**src/rtl/ciphertext_pkg.sv**
```systemverilog
// Shared constants and state encoding for the ciphertext receive path.
package ciphertext_pkg;

  localparam int unsigned REGISTER_SIZE  = 32;
  localparam int unsigned N_SQUARED_SIZE = 4096;
  localparam int unsigned NUM_CT_BLOCKS  = N_SQUARED_SIZE / REGISTER_SIZE;
  localparam int unsigned FRAME_COUNT_W  = 16;

  typedef enum logic [1:0] {
    FILL  = 2'd0,
    LOAD  = 2'd1,
    DRAIN = 2'd2
  } collector_state_t;

endpackage

```
**src/rtl/ciphertext_collector_if.sv**
```systemverilog
// Word-stream bus between spi_pe, the collector and the Montgomery datapath.
interface ciphertext_collector_if #(
  parameter int unsigned REGISTER_SIZE = ciphertext_pkg::REGISTER_SIZE
);

  logic [REGISTER_SIZE-1:0]                 data_in;
  logic                                     valid_in;
  logic                                     consumed_in;
  logic [REGISTER_SIZE-1:0]                 data_out;
  logic                                     valid_out;
  logic                                     last_out;
  logic [ciphertext_pkg::FRAME_COUNT_W-1:0] frame_count_out;
  logic                                     overflow_out;
  logic                                     timeout_out;

  modport master (
    output data_in, valid_in, consumed_in,
    input  data_out, valid_out, last_out, frame_count_out, overflow_out, timeout_out
  );

  modport slave (
    input  data_in, valid_in, consumed_in,
    output data_out, valid_out, last_out, frame_count_out, overflow_out, timeout_out
  );

endinterface

```
**src/rtl/evt_counter.sv**
```systemverilog
// Generic event counter: synchronous clear has priority over increment, wraps naturally.
module evt_counter #(
  parameter int unsigned WIDTH = 8
) (
  input  logic             clk_i,
  input  logic             rst_i,
  input  logic             clr_i,
  input  logic             inc_i,
  output logic [WIDTH-1:0] cnt_o
);

  logic [WIDTH-1:0] cnt_q;
  logic [WIDTH-1:0] cnt_d;

  always_comb begin
    cnt_d = cnt_q;
    if (clr_i) begin
      cnt_d = '0;
    end else if (inc_i) begin
      cnt_d = cnt_q + WIDTH'(1);
    end
  end

  always_ff @(posedge clk_i) begin
    if (rst_i) begin
      cnt_q <= '0;
    end else begin
      cnt_q <= cnt_d;
    end
  end

  assign cnt_o = cnt_q;

endmodule

```
**src/rtl/word_buffer.sv**
```systemverilog
// Simple dual-port single-clock RAM with a registered read port (1-cycle latency).
module word_buffer #(
  parameter int unsigned DEPTH = ciphertext_pkg::NUM_CT_BLOCKS,
  parameter int unsigned WIDTH = ciphertext_pkg::REGISTER_SIZE,
  parameter int unsigned AW    = $clog2(DEPTH)
) (
  input  logic             clk_i,
  input  logic             rst_i,
  input  logic             we_i,
  input  logic [AW-1:0]    waddr_i,
  input  logic [WIDTH-1:0] wdata_i,
  input  logic             re_i,
  input  logic [AW-1:0]    raddr_i,
  output logic [WIDTH-1:0] rdata_o
);

  logic [WIDTH-1:0] mem_q [DEPTH];
  logic [WIDTH-1:0] rdata_q;

  // Storage array is left unreset so it maps onto block RAM.
  always_ff @(posedge clk_i) begin
    if (we_i) begin
      mem_q[waddr_i] <= wdata_i;
    end
  end

  always_ff @(posedge clk_i) begin
    if (rst_i) begin
      rdata_q <= '0;
    end else if (re_i) begin
      rdata_q <= mem_q[raddr_i];
    end
  end

  assign rdata_o = rdata_q;

endmodule

```
**src/rtl/ciphertext_collector.sv**
```systemverilog
// Collects one ciphertext frame of words, then replays it under a consumed-pulse handshake.
// Optional partial-frame idle timeout is built when FRAME_TIMEOUT_EN is defined.
module ciphertext_collector #(
  parameter int unsigned REGISTER_SIZE  = ciphertext_pkg::REGISTER_SIZE,
  parameter int unsigned BITS_IN_NUM    = ciphertext_pkg::N_SQUARED_SIZE,
  parameter int unsigned TIMEOUT_CYCLES = 100_000
) (
  input logic                   clk_in,
  input logic                   rst_in,
  ciphertext_collector_if.slave bus
);

  import ciphertext_pkg::collector_state_t;
  import ciphertext_pkg::FILL;
  import ciphertext_pkg::LOAD;
  import ciphertext_pkg::DRAIN;
  import ciphertext_pkg::FRAME_COUNT_W;

  localparam int unsigned NUM_BLOCKS = BITS_IN_NUM / REGISTER_SIZE;
  localparam int unsigned AW         = $clog2(NUM_BLOCKS);

  if (NUM_BLOCKS < 2 || TIMEOUT_CYCLES < 2) begin : g_bad_cfg
    $error("ciphertext_collector: need at least 2 blocks and TIMEOUT_CYCLES >= 2");
  end

  collector_state_t         state_q;
  logic                     valid_q;
  logic                     last_q;
  logic                     overflow_q;
  logic [AW-1:0]            wr_idx;
  logic [AW-1:0]            rd_idx;
  logic [FRAME_COUNT_W-1:0] frame_cnt;
  logic [REGISTER_SIZE-1:0] rd_data;

  logic wr_en_c;
  logic wr_last_c;
  logic rd_en_c;
  logic consume_c;
  logic rd_last_c;
  logic frame_done_c;
  logic expire_c;

  assign wr_en_c      = (state_q == FILL) && bus.valid_in;
  assign wr_last_c    = wr_en_c && (wr_idx == AW'(NUM_BLOCKS - 1));
  assign rd_en_c      = (state_q == LOAD);
  assign consume_c    = (state_q == DRAIN) && bus.consumed_in;
  assign rd_last_c    = (rd_idx == AW'(NUM_BLOCKS - 1));
  assign frame_done_c = consume_c && rd_last_c;

  evt_counter #(.WIDTH(AW)) u_wr_idx (
    .clk_i (clk_in),
    .rst_i (rst_in),
    .clr_i (wr_last_c || expire_c),
    .inc_i (wr_en_c),
    .cnt_o (wr_idx)
  );

  evt_counter #(.WIDTH(AW)) u_rd_idx (
    .clk_i (clk_in),
    .rst_i (rst_in),
    .clr_i (frame_done_c),
    .inc_i (consume_c),
    .cnt_o (rd_idx)
  );

  evt_counter #(.WIDTH(FRAME_COUNT_W)) u_frame_cnt (
    .clk_i (clk_in),
    .rst_i (rst_in),
    .clr_i (1'b0),
    .inc_i (frame_done_c),
    .cnt_o (frame_cnt)
  );

  word_buffer #(
    .DEPTH (NUM_BLOCKS),
    .WIDTH (REGISTER_SIZE),
    .AW    (AW)
  ) u_buffer (
    .clk_i   (clk_in),
    .rst_i   (rst_in),
    .we_i    (wr_en_c),
    .waddr_i (wr_idx),
    .wdata_i (bus.data_in),
    .re_i    (rd_en_c),
    .raddr_i (rd_idx),
    .rdata_o (rd_data)
  );

  // Fill / load / drain sequencing; LOAD is the one-cycle read bubble before each word.
  always_ff @(posedge clk_in) begin
    if (rst_in) begin
      state_q    <= FILL;
      valid_q    <= 1'b0;
      last_q     <= 1'b0;
      overflow_q <= 1'b0;
    end else begin
      if ((state_q != FILL) && bus.valid_in) begin
        overflow_q <= 1'b1;
      end
      unique case (state_q)
        FILL: begin
          if (wr_last_c) begin
            state_q <= LOAD;
          end
        end
        LOAD: begin
          state_q <= DRAIN;
          valid_q <= 1'b1;
          last_q  <= rd_last_c;
        end
        DRAIN: begin
          if (bus.consumed_in) begin
            valid_q <= 1'b0;
            last_q  <= 1'b0;
            state_q <= rd_last_c ? FILL : LOAD;
          end
        end
        default: begin
          state_q <= FILL;
          valid_q <= 1'b0;
          last_q  <= 1'b0;
        end
      endcase
    end
  end

`ifdef FRAME_TIMEOUT_EN
  localparam int unsigned TW = $clog2(TIMEOUT_CYCLES + 1);

  logic [TW-1:0] idle_q;
  logic          timeout_q;
  logic          idle_run_c;

  // Counter holds cycles elapsed since the last stored word; an arriving word always wins.
  assign idle_run_c = (state_q == FILL) && (wr_idx != '0) && !bus.valid_in;
  assign expire_c   = idle_run_c && (idle_q == TW'(TIMEOUT_CYCLES - 1));

  always_ff @(posedge clk_in) begin
    if (rst_in) begin
      idle_q    <= '0;
      timeout_q <= 1'b0;
    end else begin
      timeout_q <= expire_c;
      if (wr_en_c) begin
        idle_q <= TW'(1);
      end else if (idle_run_c && !expire_c) begin
        idle_q <= idle_q + TW'(1);
      end else begin
        idle_q <= '0;
      end
    end
  end

  assign bus.timeout_out = timeout_q;
`else
  assign expire_c        = 1'b0;
  assign bus.timeout_out = 1'b0;
`endif

  assign bus.data_out        = rd_data;
  assign bus.valid_out       = valid_q;
  assign bus.last_out        = last_q;
  assign bus.frame_count_out = frame_cnt;
  assign bus.overflow_out    = overflow_q;

endmodule

```
**src/flat_wrapper.sv**
```systemverilog
// flat-port wrapper written by rule: the top's interface ports become plain ports
module ciphertext_collector_flat import ciphertext_pkg::collector_state_t; import ciphertext_pkg::FILL; import ciphertext_pkg::LOAD; import ciphertext_pkg::DRAIN; import ciphertext_pkg::FRAME_COUNT_W;
#(
  parameter int unsigned REGISTER_SIZE  = ciphertext_pkg::REGISTER_SIZE,
  parameter int unsigned BITS_IN_NUM    = ciphertext_pkg::N_SQUARED_SIZE,
  parameter int unsigned TIMEOUT_CYCLES = 100_000
)
  (clk_in, rst_in, bus_data_in, bus_valid_in, bus_consumed_in, bus_data_out, bus_valid_out, bus_last_out, bus_frame_count_out, bus_overflow_out, bus_timeout_out);
  ciphertext_collector_if #(.REGISTER_SIZE(REGISTER_SIZE)) bus_i ();
  input logic clk_in;
  input logic rst_in;
  input wire logic [$bits(bus_i.data_in)-1:0] bus_data_in;
  input wire logic [$bits(bus_i.valid_in)-1:0] bus_valid_in;
  input wire logic [$bits(bus_i.consumed_in)-1:0] bus_consumed_in;
  output wire logic [$bits(bus_i.data_out)-1:0] bus_data_out;
  output wire logic [$bits(bus_i.valid_out)-1:0] bus_valid_out;
  output wire logic [$bits(bus_i.last_out)-1:0] bus_last_out;
  output wire logic [$bits(bus_i.frame_count_out)-1:0] bus_frame_count_out;
  output wire logic [$bits(bus_i.overflow_out)-1:0] bus_overflow_out;
  output wire logic [$bits(bus_i.timeout_out)-1:0] bus_timeout_out;
  assign bus_i.data_in = bus_data_in;
  assign bus_i.valid_in = bus_valid_in;
  assign bus_i.consumed_in = bus_consumed_in;
  assign bus_data_out = bus_i.data_out;
  assign bus_valid_out = bus_i.valid_out;
  assign bus_last_out = bus_i.last_out;
  assign bus_frame_count_out = bus_i.frame_count_out;
  assign bus_overflow_out = bus_i.overflow_out;
  assign bus_timeout_out = bus_i.timeout_out;
  ciphertext_collector #(.REGISTER_SIZE(REGISTER_SIZE), .BITS_IN_NUM(BITS_IN_NUM), .TIMEOUT_CYCLES(TIMEOUT_CYCLES)) u_core (.clk_in(clk_in), .rst_in(rst_in), .bus(bus_i));
endmodule
```
**config.mk**
```make
export PLATFORM = sky130hd
export DESIGN_NAME = ciphertext_collector_flat
export DESIGN_NICKNAME = d
export VERILOG_FILES = /design/src/rtl/ciphertext_pkg.sv /design/src/rtl/ciphertext_collector_if.sv /design/src/rtl/evt_counter.sv /design/src/rtl/word_buffer.sv /design/src/rtl/ciphertext_collector.sv /design/src/flat_wrapper.sv
export SDC_FILE = /design/constraint.sdc
export NUM_CORES = 2
export LEC_CHECK = 0
export BUFFER_PORTS_ARGS = -buffer_cell sky130_fd_sc_hd__buf_2
export CORE_ASPECT_RATIO = 1.4
export CORE_MARGIN = 5
export CORE_UTILIZATION = 48
export CTS_CLUSTER_SIZE = 30
export DETAILED_ROUTE_END_ITERATION = 10
export GPL_TIMING_DRIVEN = 1
export PLACE_DENSITY = 0.75
export SYNTH_ARGS = -nofsm -noshare
export SYNTH_HDL_FRONTEND = slang
export SYNTH_SLANG_ARGS = --single-unit
export TNS_END_PERCENT = 5
```
**constraint.sdc**
```tcl
create_clock -name clk_in -period 7.26 [get_ports clk_in]
set_input_delay 0.726 -clock clk_in [delete_from_list [all_inputs] [get_ports clk_in]]
set_output_delay 0.726 -clock clk_in [all_outputs]
set_load 0.005 [all_outputs]
```
## Word level (Yosys, flattened, before mapping)

Memories as Yosys holds them, arrays and structs flattened. A register that Yosys moved wholly into a read port is not among the register bits.
Index checks and enable logic that the tools add are counted.
Widths: inputs -> output; s select.

| word-level totals | value |
|---|---|
| register bits after elaboration | 35 |
| bits in latches | 0 |
| RAM bits | 4096 |
| bits in read-only memories | 0 |
| output and inout port bits | 52 |
| memories kept | 1 |

Memory list:

| memory | depth | bits a word | read ports | clocked after Yosys merged registers in | write ports | line | source |
|---|---|---|---|---|---|---|---|
| u_core.u_buffer.mem_q | 128 | 32 | 1 | 1 | 1 | word_buffer.sv:17 | `logic [WIDTH-1:0] mem_q [DEPTH];` |

| operators by class | value |
|---|---|
| add/sub/neg operators | 3 |
| $mul | 0 |
| divide/modulo/power cells | 0 |
| $lt $le $gt $ge | 0 |
| equal/unequal tests | 6 |
| shift operators | 0 |
| mux-type cells | 9 |
| bitwise gates (word level) | 1 |
| reductions and logical operators | 11 |

Operators with widths:

| kind | count |
|---|---|
| $add 16x1->16 const B | 1 |
| $add 7x1->7 const B | 2 |
| $eq 7x7->1 const B | 2 |
| $pmux 1 s3 | 2 |
| $pmux 2 s3 | 1 |
| $logic_and 1x1->1 | 5 |
| $mux 1 | 4 |
| $mux 2 | 2 |
| $ne 2x2->1 const B | 2 |
| $reduce_and 2->1 | 2 |
| $reduce_or 2->1 | 2 |
| $eq 2x1->1 const B | 1 |
| $eq 2x2->1 const B | 1 |
| $logic_not 2->1 | 1 |
| $reduce_bool 2->1 | 1 |
| $not 1->1 | 1 |

## Depth between registers and ports, before layout

| depth | value |
|---|---|
| word-level depth | 5 |
| mapped depth | 13 |
| depth with buffers taken out | 7 |

## Hierarchy

A second synthesis with hierarchy kept.

| second synthesis, totals | value |
|---|---|
| cell total of the unflattened synthesis | 7121 |
| area, all modules | 159605.6 µm² |

Modules (own cells, without submodules):

| module | instances | cells an instance | area an instance (µm²) | sequential area each (µm²) |
|---|---|---|---|---|
| word_buffer | 1 | 6948 | 158032.8 | 123638.6 |
| evt_counter at u_core.u_frame_cnt | 1 | 79 | 734.5 | 320.3 |
| evt_counter at u_core.u_rd_idx ... | 2 | 31 | 282.8 | 140.1 |
| ciphertext_collector | 1 | 32 | 272.8 | 100.1 |

## Worst setup path after synthesis

OpenSTA, ideal clock, no wires.

| timing path | value |
|---|---|
| path kind | in2reg |
| from | in bus_valid_in |
| to | mem u_core.u_buffer.mem_q[72][0] in the netlist's numbering, enable pin |
| setup time | 0.503 ns |
| arrival | 4.802 ns |
| slack | 1.955 ns |
| stages | 4 |
| buffers on the path | 1 |
| cells stage by stage | nor3b_1 -> clkbuf_1 -> nand4_1 -> nor4_1 |

| between the ends | value |
|---|---|
| word-level cells in the longest chain between the ends | 3 |

RTL lines:

| what | line | source |
|---|---|---|
| from (decl) | flat_wrapper.sv:13 | `input wire logic [$bits(bus_i.valid_in)-1:0] bus_valid_in;` |
| $logic_and 1x1->1 | ciphertext_collector.sv:43 | `assign wr_en_c = (state_q == FILL) && bus.valid_in;` |
| $mux 1 | word_buffer.sv:22 | `if (we_i) begin` |
| $mux 1 (implied by the code) | word_buffer.sv:23 | `mem_q[waddr_i] <= wdata_i;` |
| to (decl) | word_buffer.sv:17 |  |

No other way between the ends.

==> metrics.md <==
| Metric | Value |
|---|---|
| Congestion Overflow GR | 0 |
| Crit Path Class | register to register |
| Synth area leader | edfxtp_1 |
| Global Route Usage Sum | 26.5% |
| CTS sink cnt | 4163 |
| Area Growth Syn to Fin | 11.2% |
| First-pass GRT wire length | 642 mm |
| Post-synth top area share | 76.7% |
| Initial Util | 48.1% |
| Hold crit path type | input pin to register |
| Final Max Slew Viols | 0 |
| Failing checks | capacitance limit |
| Die area | 0.346 sq mm |
| Cells after Synth | 7247 |
| Clk_lat worst skew | 0.94 ns |
| Final core utilization | 53.5% |
| Drt wl/cell | 38.0 um |
| Final ANT Viol Nets | 0 |
| Vias per cell | 6.71 |
| Dpl hpwl | 271 mm |
| Setup Viol. Count Final | 0 |
| Post-Syn Area | 0.160 sq mm |
| Commonest cells post-synth | edfxtp_1 (4096), mux4_2 (859), mux2i_1 (435) |
| F_max | 188 MHz |
| Crit path DAT | 6.09 ns |
| Mapped Avg Cell Area | 22.1 sq um |
| Ys async rst share | 0% |
| Synth warnings | 0 |
| CTS clk-pin slew, worst paths | 0.07 ns |
| Final Hold Fails | 0 |
| Origin of the worst setup path | u_core.u_rd_idx.cnt_o[0] |
| Initial antenna violation count | 54 |
| CTS buffer count | 344 |
| Core Region | 0.334 sq mm |
| Final net count | 7554 |
| First DRT Iteration DRCs | 13670 |
| Seq/Total Area, Yosys | 77.5% |
| Largest net degree at the start of global routing | 107 |
| Detailed Routing Iterations Pass 1 | 6 |
| CP required | 8.04 ns |
| CP endpoint kind | register |
| Vias in the first global route | 81150 |
| Clk_skew | 0.0564 ns |
| Die Ht | 694 um |
| Residual DRC | 0 |
| Layout cells sized above 1 | 24.7% |
| Vias | 82195 |
| Maximum net fanout on the critical path | 68 |
| RSZ-0062 raised after global routing | false |
| Minimum clock period | 5.31 ns |
| Number of synthesized flops with an enable pin | 4096 |
| Root buffer cell | clkbuf_16 |
| Post_cts resized | 0 |
| DIE WIDTH | 499 um |
| # Post-CTS Setup Buffers | 0 |
| Largest cells by area after synthesis | edfxtp_1 (77%), mux4_2 (12%), mux2i_1 (2.7%), mux4_1 (0.85%), dfxtp_1 (0.84%) |
| Crit Reg-Reg Startpoint | u_core.u_rd_idx.cnt_o[0] |
| Netlist cell types | 82 |
| I/O Pins | 88 |
| Post-synthesis net count | 7286 |
| Hold path start | bus_data_in[30] |
| Final period util | 73.2% |
| Yosys reg bits | 4163 |
| # hold bufs at CTS | 0 |
| CTS tree | built |
| Number of core rows | 251 |
| H-tree level count | 5 |
| PwrDens | 260 mW/mm^2 |
| Final RePlAce weighted congestion | 0.936 |
| Max transition margin | 0.951% |
| IO Port Bufs | 86 |
| Cell with the most instances after synthesis | edfxtp_1 |
| Worst slew pin tran | 1.47 ns |
| Top_reg_cell synth | edfxtp_1 |
| Crit path launch type | register |
| Status | complete, but fails checks |
| WL final | 465 mm |
| Leakage | 53.4 nW |
| Sum Neg Setup Slack | 0 ns |
| Maximum vdd ir drop | 0.000233 V |
| Number of max-cap violations | 1 |
| Max Buffers Root-to-Sink | 4 |
[critical path: stages (launching register included)]
cell	delay, ns
dfxtp_4	1.11
buf_12	0.55
buf_4	0.42
mux4_2	0.55
a22o_1	0.34
a211oi_1	0.71
a211oi_1	0.28
nor3_1	0.97
o31ai_1	0.16
[kinds of logic after synthesis]
group | after synthesis | synth area share [%]
flops | 4163 | 77.5
mux | 1366 | 15.8
compound gates | 657 | 2.90
simple gates | 598 | 1.69
buf+inv | 433 | 1.98
xor+xnor | 26 | 0.142
fa+ha+maj | 3 | 0.0234
other cells | 1 | 0.00234
[final cells by class]
class	count	area, sq um
Timing Repair Buffer	345	2780
Antenna cell	25	62.6
Clock buffer	428	9210
Clock inverter	197	2290
Tap cell	4427	5540
Multi-Input combinational cell	2651	34000
Fill cell	24205	155000
Inverter	10	50.0
Sequential cell	4163	124000
[worst paths after layout]
kind                                                      end  slack (ns)  cells past startpoint
worst max register to register     u_core.u_buffer.rdata_o[1]        1.95                      8
worst min-delay path            u_core.u_buffer.mem_q[65][30]        0.22                      1
worst max-delay path               u_core.u_buffer.rdata_o[1]        1.95                      8
worst min register to register        u_core.bus.overflow_out        0.49                      2
[layer usage]
layer	global-route usage, %	routed length, um	vias up
met4	18.6	39700	16
met5	0	111	-
li1	-	-	31181
met2	42.3	224000	6858
met1	31.7	146000	42561
met3	6.56	55400	1579
[registers in the layout, indices dropped and copies added, names as in the netlist]
| name | flops |
|---|---|
| u_core.u_buffer.rdata_o | 32 |
| u_core.u_wr_idx.cnt_o | 7 |
| u_core.u_frame_cnt.cnt_o | 16 |
| u_core.u_buffer.mem_q | 4096 |
| u_core.u_rd_idx.cnt_o | 7 |
| u_core.bus.last_out | 1 |
| u_core.bus.valid_out | 1 |
| u_core.state_q | 2 |
| u_core.bus.overflow_out | 1 |
[placed cells by master, fill, tap and decap left out, drive strengths merged, types with 13 or more instances in the layout]
| cell | netlist | layout |
|---|---|---|
| inv | 9 | 22 |
| a211oi | 49 | 49 |
| o221ai | 56 | 56 |
| edfxtp | 4096 | 4096 |
| xor2 | 13 | 13 |
| xnor2 | 13 | 13 |
| mux2i | 435 | 435 |
| mux2 | 20 | 20 |
| o2111ai | 13 | 13 |
| nor3 | 33 | 33 |
| bufinv | 0 | 47 |
| mux4 | 911 | 911 |
| nand3 | 50 | 50 |
| a21oi | 131 | 131 |
| nor2b | 16 | 16 |
| a22oi | 93 | 93 |
| nand3b | 14 | 14 |
| a31oi | 27 | 27 |
| nor2 | 238 | 238 |
| diode | 0 | 25 |
| clkinvlp | 0 | 14 |
| clkbuf | 145 | 430 |
| a22o | 22 | 22 |
| buf | 276 | 343 |
| o22ai | 47 | 47 |
| nand2 | 161 | 161 |
| dfxtp | 67 | 67 |
| nor4 | 24 | 24 |
| clkinv | 1 | 124 |
| o211ai | 15 | 15 |
| o21ai | 75 | 75 |
| a221oi | 73 | 73 |
[where the power goes]
group	internal (W)	switching, W
combinational	0.0000709	0.000605
clock	0.0107	0.00850
sequential	0.0264	0.0000147
total	0.0372	0.00912
[metrics by stage]
| step | hold slack (ns) | std cells | cell area, sq um | power (W) | setup slack (ns) |
|---|---|---|---|---|---|
| floorplan | 0.442 | 7247 | 160000 | 0.0270 | 1.96 |
| CTS | 0.182 | 12217 | 178000 | 0.0464 | 2.18 |
| finish | 0.219 | 12246 | 178000 | 0.0463 | 1.95 |
| detailed placement | 0.474 | 11592 | 167000 | 0.0276 | 2.19 |
| global placement | 0.467 | 11585 | 167000 | 0.0276 | 1.98 |
| global route | 0.207 | 12224 | 178000 | 0.0474 | 2.11 |
No activity file was read; power rests on OpenSTA's default activity.
